**src/rtl/ex_muldiv_unit.sv**
```systemverilog
// Multi-cycle multiply / multiply-accumulate / divide engine for the execute stage.
// Holds the pipeline while working and returns a HI/LO pair with a one-cycle write strobe.
module ex_muldiv_unit #(
  parameter int WIDTH = 32
) (
  input  logic               clk,
  input  logic               rst,
  input  logic               start_i,
  input  logic [2:0]         op_i,
  input  logic [WIDTH-1:0]   opa_i,
  input  logic [WIDTH-1:0]   opb_i,
  input  logic [2*WIDTH-1:0] hilo_i,
  input  logic               annul_i,
  output logic               stallreq_o,
  output logic               busy_o,
  output logic               done_o,
  output logic               whilo_o,
  output logic [WIDTH-1:0]   hi_o,
  output logic [WIDTH-1:0]   lo_o,
  output logic               div_by_zero_o
);

  localparam int CW = (WIDTH > 1) ? $clog2(WIDTH) : 1;

  typedef enum logic [2:0] {S_IDLE, S_MUL, S_ACC, S_DIV, S_DONE} state_t;

  state_t             r_state, w_next;
  logic [2:0]         r_op;
  logic [WIDTH-1:0]   r_a, r_b, r_rem, r_quo, r_hi, r_lo;
  logic [2*WIDTH-1:0] r_hilo, r_prod;
  logic [CW-1:0]      r_cnt;
  logic               r_dbz;

  logic               w_accept, w_in_div, w_in_dbz, w_last;
  logic               w_a_neg, w_b_neg;
  logic [WIDTH-1:0]   w_a_mag, w_b_mag, w_in_a_mag;
  logic [2*WIDTH-1:0] w_prod_mag, w_prod, w_acc;
  logic [WIDTH:0]     w_shift, w_diff;
  logic [WIDTH-1:0]   w_rem_nx, w_quo_nx, w_rem_fix, w_quo_fix;

  assign w_accept   = start_i & ~annul_i;
  assign w_in_div   = (op_i[2:1] == 2'b11);
  assign w_in_dbz   = (opb_i == '0);
  assign w_in_a_mag = (~op_i[0] & opa_i[WIDTH-1]) ? -opa_i : opa_i;
  assign w_last     = (r_cnt == CW'(WIDTH-1));

  // op[0]==0 selects the signed flavour of every operation.
  assign w_a_neg    = ~r_op[0] & r_a[WIDTH-1];
  assign w_b_neg    = ~r_op[0] & r_b[WIDTH-1];
  assign w_a_mag    = w_a_neg ? -r_a : r_a;
  assign w_b_mag    = w_b_neg ? -r_b : r_b;
  assign w_prod_mag = {{WIDTH{1'b0}}, w_a_mag} * {{WIDTH{1'b0}}, w_b_mag};
  assign w_prod     = (w_a_neg ^ w_b_neg) ? -w_prod_mag : w_prod_mag;
  assign w_acc      = (r_op[2:1] == 2'b10) ? (r_hilo - r_prod) : (r_hilo + r_prod);

  // Restoring step: the dividend magnitude shifts out of r_quo as quotient bits shift in.
  assign w_shift    = {r_rem, r_quo[WIDTH-1]};
  assign w_diff     = w_shift - {1'b0, w_b_mag};
  assign w_rem_nx   = w_diff[WIDTH] ? w_shift[WIDTH-1:0] : w_diff[WIDTH-1:0];
  assign w_quo_nx   = {r_quo[WIDTH-2:0], ~w_diff[WIDTH]};
  assign w_quo_fix  = (w_a_neg ^ w_b_neg) ? -w_quo_nx : w_quo_nx;
  assign w_rem_fix  = w_a_neg ? -w_rem_nx : w_rem_nx;

  // NOTE: sequential state uses non-blocking assignments so every register samples pre-edge values.
  always_ff @(posedge clk) begin
    if (rst) r_state <= S_IDLE;
    else     r_state <= w_next;
  end

  // NOTE: a default assignment ahead of the case keeps this block free of inferred latches.
  always_comb begin
    w_next = r_state;
    if (annul_i) begin
      w_next = S_IDLE;
    end else begin
      case (r_state)
        S_IDLE: if (start_i) w_next = !w_in_div ? S_MUL : (w_in_dbz ? S_DONE : S_DIV);
        S_MUL:  w_next = (r_op[2:1] == 2'b00) ? S_DONE : S_ACC;
        S_ACC:  w_next = S_DONE;
        S_DIV:  if (w_last) w_next = S_DONE;
        S_DONE: w_next = S_IDLE;
        default: w_next = S_IDLE;
      endcase
    end
  end

  always_comb begin
    busy_o     = (r_state != S_IDLE) && (r_state != S_DONE);
    done_o     = (r_state == S_DONE);
    whilo_o    = done_o;
    stallreq_o = ((r_state == S_IDLE) & w_accept) | busy_o;
  end

  // NOTE: the datapath is reset along with the FSM because hi_o/lo_o must read zero after reset.
  always_ff @(posedge clk) begin
    if (rst) begin
      r_op   <= '0;
      r_a    <= '0;
      r_b    <= '0;
      r_hilo <= '0;
      r_prod <= '0;
      r_rem  <= '0;
      r_quo  <= '0;
      r_cnt  <= '0;
      r_hi   <= '0;
      r_lo   <= '0;
      r_dbz  <= 1'b0;
    end else if (!annul_i) begin
      case (r_state)
        S_IDLE: if (start_i) begin
          r_op   <= op_i;
          r_a    <= opa_i;
          r_b    <= opb_i;
          r_hilo <= hilo_i;
          r_rem  <= '0;
          r_quo  <= w_in_a_mag;
          r_cnt  <= '0;
          if (w_in_div && w_in_dbz) begin
            r_hi  <= opa_i;
            r_lo  <= '1;
            r_dbz <= 1'b1;
          end
        end
        S_MUL: begin
          r_prod <= w_prod;
          if (r_op[2:1] == 2'b00) begin
            {r_hi, r_lo} <= w_prod;
            r_dbz        <= 1'b0;
          end
        end
        S_ACC: begin
          {r_hi, r_lo} <= w_acc;
          r_dbz        <= 1'b0;
        end
        S_DIV: begin
          r_rem <= w_rem_nx;
          r_quo <= w_quo_nx;
          r_cnt <= r_cnt + CW'(1);
          if (w_last) begin
            r_hi  <= w_rem_fix;
            r_lo  <= w_quo_fix;
            r_dbz <= 1'b0;
          end
        end
        default: ;
      endcase
    end
  end

  assign hi_o          = r_hi;
  assign lo_o          = r_lo;
  assign div_by_zero_o = r_dbz;

endmodule
```
**config.mk**
```make
export PLATFORM = sky130hd
export DESIGN_NAME = ex_muldiv_unit
export DESIGN_NICKNAME = d
export VERILOG_FILES = /design/src/rtl/ex_muldiv_unit.sv
export SDC_FILE = /design/constraint.sdc
export NUM_CORES = 2
export LEC_CHECK = 0
export CORE_MARGIN = 2
export CORE_UTILIZATION = 65
export DETAILED_ROUTE_END_ITERATION = 7
export PLACE_DENSITY = 0.84
export SLEW_MARGIN = 40
export SYNTH_ARGS = -nofsm -noshare
export SYNTH_HDL_FRONTEND = slang
export SYNTH_SLANG_ARGS = --single-unit
```
**constraint.sdc**
```tcl
create_clock -name clk -period 21.3 [get_ports clk]
set_clock_uncertainty 0.15 [all_clocks]
set_input_delay 3.195 -clock clk [delete_from_list [all_inputs] [get_ports clk]]
set_output_delay 3.195 -clock clk [all_outputs]
set_load 0.05 [all_outputs]
```
* Word level (Yosys, flattened, before mapping)
Index checks and enable logic that the tools add are counted.
** Cells by class
- $add $sub $neg :: 10
- $mul :: 1
- Equality and inequality tests :: 12
- Mux-type cells :: 35
- Bitwise gates (word level) :: 11
- Reductions and logical operators :: 14
** Operators with widths (number)
- 2-to-1 mux 32 bit :: 16
- one-hot mux 32 bit (4 select lines) :: 2
- negator 32 bit :: 5
- 2-to-1 mux 64 bit :: 2
- one-hot mux 32 bit (2 select lines) :: 2
- adder 64 bit :: 1
- multiplier 32 x 32 -> 64 bit :: 1
- negator 64 bit :: 1
- subtractor 64 bit :: 1
- subtractor 33 x 32 -> 33 bit :: 1
- logical NOT 32 bit :: 1
- 2-to-1 mux 3 bit :: 5
- one-hot mux 3 bit (4 select lines) :: 1
- one-hot mux 5 bit (2 select lines) :: 1
- == test 3 x 2 -> 1 bit, second input constant :: 2
- inequality test 2 bit, second input constant :: 3
- AND reduction 3 bit :: 2
- AND reduction 6 bit :: 1
- adder 5 x 1 -> 5 bit, second input constant :: 1
- bitwise AND 1 bit :: 5
- == test 5 bit, second input constant :: 1
- 2-to-1 mux 5 bit :: 1
- == test 2 bit, second input constant :: 2
- 2-to-1 mux 1 bit :: 4
- 16 further kinds :: 21
** Storage, ports and cells
- Bits in registers :: 332
- Output and inout port bits :: 69
- Word-level logic and storage cells :: 95

* Longest topological paths before layout
- Depth after elaboration :: 9
- Depth in mapped cells :: 44

* Worst setup path after synthesis
Ideal clock, no wire load.
- Path type :: register to register
- From :: register r_a[0]
- To :: register r_hi[25] (netlist: hi_o[25])
- Setup time :: 0.124 ns
- Arrival time :: 10.837 ns
- Setup slack :: 10.189 ns
- Stages on the path, launching flop included :: 38
- Cells stage by stage :: dfxtp_1 > clkbuf_1 > clkinv_1 > clkbuf_1 > ha_1 > and2_1 > and3_1 > and2_1 > a21oi_1 > xor2_1 > clkbuf_1 > nand2_1 > fa_1 > fa_1 > fa_1 > fa_1 > inv_1 > fa_1 > [2 not listed] > inv_1 > fa_1 > inv_1 > ha_1 > clkbuf_1 > and4_1 > and2_1 > a221oi_1 > o41ai_2 > or4_1 > nand3_1 > nand4_1 > or4_1 > buf_4 > nor4_2 > mux2_1 > a221oi_1 > o21ai_1
** Between the ends
- Longest elaborated chain between the ends :: 7
** RTL lines
- from (decl) :: line 29 : logic [WIDTH-1:0] r_a, r_b, r_rem, r_quo, r_hi, r_lo;
- from (signal assigned) :: line 112 : r_a <= opa_i;
- negator 32 bit :: line 50 : assign w_a_mag = w_a_neg ? -r_a : r_a;
- 2-to-1 mux 32 bit (*) :: line 50
- multiplier 32 x 32 -> 64 bit (*) :: line 52 : assign w_prod_mag = {{WIDTH{1'b0}}, w_a_mag} * {{WIDTH{1'b0}}, w_b_mag};
- negator 64 bit :: line 53 : assign w_prod = (w_a_neg ^ w_b_neg) ? -w_prod_mag : w_prod_mag;
- 2-to-1 mux 64 bit (*) :: line 53
- 2-to-1 mux 32 bit (*) :: line 126 : if (r_op[2:1] == 2'b00) begin
- one-hot mux 32 bit (4 select lines) (*) :: line 109 : case (r_state)
- to (signal assigned) :: line 119 : r_hi <= opa_i;
- to (signal assigned) :: line 127 : {r_hi, r_lo} <= w_prod;
- to (signal assigned) :: line 132 : {r_hi, r_lo} <= w_acc;
- to (decl) :: line 29
Mark *: on every way between the ends. The rest lies on a longest branch, timed or not. The select of a mux whose other input is x is not followed.
A chain may end at the register's enable or synchronous reset.

* Worst setup path in the final report
- From :: register r_b[0]
- To :: register r_hi[25] (netlist: hi_o[25])
** Between the ends
- Longest elaborated chain between the ends :: 8
- Elaborated cells on any way between the ends :: 12
- Classes of those cells :: 4 x add/sub; 1 x mul; 7 x mux
** RTL lines
- from (decl) :: line 29
- from (signal assigned) :: line 113 : r_b <= opb_i;
- negator 32 bit :: line 51 : assign w_b_mag = w_b_neg ? -r_b : r_b;
- 2-to-1 mux 32 bit (*) :: line 51
- branches (longest 5 deep; another with multiplier 32 x 32 -> 64 bit)
- one-hot mux 32 bit (4 select lines) (*) :: line 109
- to (signal assigned) :: line 119
- to (signal assigned) :: line 127
- to (signal assigned) :: line 140 : r_hi <= w_rem_fix;
Mark *: on every way between the ends. The select of a mux whose other input is x is not followed.

==> results_dict.tcl <==
set metrics [dict create \
    track_usage 0.496 \
    end_kind "flop" \
    r2r-start "r_b[0]" \
    rows 110 \
    synth_edf_count 0 \
    synthMuxAreaShare 0.00632 \
    grt_pass1_wl_um 349000 \
    antenna_found_initial 17 \
    cts_inserted_buffers 42 \
    grt_pass1_vias 58000 \
    synth_compound_area_frac 0.154 \
    first_pass_iters 7 \
    die_x_um 305 \
    synth_top_area_frac 0.305 \
    setup_tns_ns 0 \
    globalRouteOverflowTotal 0 \
    fin_cells 8668 \
    max_stage_delay_ns 0.90 \
    clock_path_buffers 3 \
    worstReg2RegEnd "hi_o[25]" \
    reg2reg_slack_ns 8.11 \
    syn_area_sq_mm 0.0590 \
    cp_common_cell "fa_1" \
    portBuffers 203 \
    seq_area_frac_synth 0.113 \
    cap_viol_max_count 0 \
    cts_tree "built" \
    tightest_slew_ns 1.04 \
    dieArea_sq_mm 0.0931 \
    die_height_um 305 \
    cts_root_buf "clkbuf_16" \
    p_leak_nw 29.0 \
    gp_congestion 1.04 \
    slew-limit-headroom 0.304 \
    cts_max_level 2 \
    ys_ff_latch 332 \
    finalCritPeriodShare 0.619 \
    cts_resized 0 \
    critPathRequiredTime_ns 21.66 \
    crit_fanout 26 \
    cts_hold_buf 0 \
    clk-insertion-delay-late_ns 0.67 \
    rsz0062_at_grt "no" \
    synth_top_family_by_area "adder cells" \
    finalHoldViolations 0 \
    syn_area_per_cell_sq_um 7.87 \
    ant_nets 0 \
    synth_top_area_cell "fa_1" \
    ys.flop_type "dfxtp_1" \
    whs_path_depth 2 \
    num_vias 57400 \
    place_ws_ns 8.59 \
    critPathKind "flop to flop" \
    min_period_ns 13.19 \
    hp-class "flop to flop" \
    dp.cells 8576 \
    peakVddDrop_v 0.0000747 \
    synth_fa_ha_area_frac 0.383 \
    nets 8845 \
    cts.sinks 332 \
    wire_per_inst_um 26.7 \
    syn_inst 7496 \
    synth.area.top_cells "fa_1 30%, dfxtp_1 11%, ha_1 7.8%, nand2_1 6.6%, nor2_1 6.6%" \
    drive_gt1_frac 0.0508 \
    drt_wl_total_um 231000 \
    outcome "completed" \
    synthArstFlopShare 0 \
    dpl.hpwl_um 181000 \
    clk_pin_slew_ns 0.07 \
    start_kind "flop" \
    viasPerCell 6.62 \
    pwr_density_cell_mw_per_mm2 56.7 \
    hold_end "r_hilo[29]" \
    areaGrowthSynthToFinish_pct 8.73 \
    setup_viol 0 \
    yosys.area_share.simple 0.192 \
    yosysWarnings 0 \
    grt_max_degree 95 \
    worstRegToRegCells 32 \
    start_util 0.655 \
    cpMaxStageDelayCell "clkinv_1" \
    drt_iter0_drc 7795 \
    num_io_pins 204 \
    synth_nets 8896 \
    synth-xor-area-share 0.0612 \
    hp-start "r_hilo[29]" \
    final_max_slew_viol_count 0 \
    core_sq_mm 0.0900 \
    arrival_ns 13.55 \
    setup_ws_ns 8.11 \
    ys_types 98 \
    fmax_mhz 75.8 \
    drc 0 \
    postCtsSetupBuffers 0 \
]
==> placed cells by master (no fill, tap or decap), types with 14 or more instances in the layout <==
cell,count
a211oi_1,107
a21o_1,72
a21oi_1,510
a221oi_1,32
a22oi_1,22
a31oi_1,48
and2_1,49
and3_1,39
and4_1,19
buf_4,129
clkbuf_16,42
clkdlybuf4s50_1,202
dfxtp_1,332
fa_1,898
ha_1,367
inv_1,956
mux2i_1,26
nand2_1,1028
nand2b_1,30
nand3_1,58
nand4_1,58
nor2_1,1024
nor3_1,117
nor4_1,44
o211a_1,14
o211ai_1,36
o21a_1,31
o21ai_0,241
o21ai_1,15
o21bai_1,21
o221ai_1,28
o31ai_1,39
or2_2,20
or3_1,45
or4_1,21
xnor2_1,212
xnor2_2,15
xor2_1,151
xor2_2,14
==> cells in the mapped netlist (12+ instances only) <==
| cell type | n |
|---|---|
| nand3_1 | 58 |
| a21oi_1 | 511 |
| or3_1 | 46 |
| nor3b_1 | 14 |
| a211o_1 | 12 |
| fa_1 | 898 |
| and4_1 | 19 |
| a211oi_1 | 111 |
| o21ai_0 | 244 |
| clkbuf_1 | 412 |
| nor2b_1 | 16 |
| o211ai_1 | 36 |
| mux2i_1 | 26 |
| o211a_1 | 14 |
| nor4_1 | 46 |
| o41ai_1 | 12 |
| dfxtp_1 | 332 |
| xor2_1 | 176 |
| inv_1 | 964 |
| nand2b_1 | 32 |
| a31oi_1 | 48 |
| a22oi_1 | 22 |
| o21a_1 | 31 |
| o21bai_1 | 21 |
| nand4_1 | 58 |
| or4_1 | 21 |
| o21ai_1 | 12 |
| and2_1 | 49 |
| a21o_1 | 73 |
| o31ai_1 | 39 |
| a41oi_1 | 12 |
| nor3_1 | 119 |
| nand2_1 | 1030 |
| ha_1 | 367 |
| xnor2_1 | 236 |
| nor2_1 | 1030 |
| o221ai_1 | 28 |
| or2_2 | 21 |
| a221oi_1 | 32 |
| and3_1 | 39 |
==> logic make-up after synthesis <==
kind of cell / Yosys count
and+or+nand+nor: 2635
AOI/OAI and AO/OA: 1406
DFF: 332
muxes: 36
buffers and inverters: 1410
xor gates and xnor gates: 412
adders and majority gates: 1265
==> how the worst max path moves through the flow <==
stage | startpoint | to | slack, ns
5_1_grt | r_b[0] | hi_o[26] | 7.74
4_1_cts | r_b[0] | hi_o[25] | 8.50
3_3_place_gp | r_b[0] | hi_o[25] | 8.45
3_5_place_dp | r_b[0] | hi_o[25] | 8.59
6_report | r_b[0] | hi_o[25] | 8.11
2_1_floorplan | r_a[0] | hi_o[25] | 10.19
==> registers in the layout, summed over array words and instances, names as in the netlist <==
signal and flops:
div_by_zero_o 1, hi_o 32, lo_o 32, r_a 32, r_b 32, r_cnt 5
r_hilo 64, r_op 3, r_prod 64, r_quo 32, r_rem 32, r_state 3
==> critical path: cells and delay by family, from the launching register on <==
family | cells | cell delay [ns]
AOI/OAI and AO/OA | 6 | 1.75
xor gates and xnor gates | 1 | 0.16
adders and majority gates | 10 | 4.95
buffers and inverters | 6 | 2.18
DFF | 1 | 0.31
muxes | 1 | 0.34
and+or+nand+nor | 8 | 3.19
==> metrics by stage <==
stage | hold slack [ns] | power, mW | utilization | cell area (sq um)
detailed placement | 0.306 | 2.72 | 0.695 | 62500
floorplan | 0.286 | 2.04 | - | 59000
global placement | 0.294 | 2.69 | 0.692 | 62200
finish | 0.314 | 3.64 | 0.712 | 64100
CTS | 0.315 | 3.53 | 0.711 | 64000
global route | 0.330 | 3.78 | 0.712 | 64100
==> area by class of cell <==
cell class	instances	area [sq um]
Clock inverter	25	322
Fill cell	6920	25900
Sequential cell	332	6650
Clock buffer	53	1160
Multi-Input combinational cell	5754	47700
Timing Repair Buffer	342	3150
Antenna cell	13	32.5
Tap cell	1176	1470
Inverter	973	3650
==> metal layers <==
layer | track usage | vias to the layer above | part of all wire | wire length (um)
li1 | - | 24300 | - | -
met1 | 0.604 | 27400 | 0.34 | 78600
met2 | 0.745 | 4552 | 0.42 | 97400
met3 | 0.167 | 1186 | 0.15 | 34600
met4 | 0.339 | 8 | 0.088 | 20400
met5 | 0 | - | 0.00023 | 53
==> power by group <==
part	leakage (nW)	switching (mW)	internal [mW]
Sequential	2.70	0.0397	0.648
Combinational	25.6	1.44	0.702
Clock	0.731	0.350	0.454
Total	29.0	1.83	1.80
Note: power is estimated with default switching activity, not from simulation.
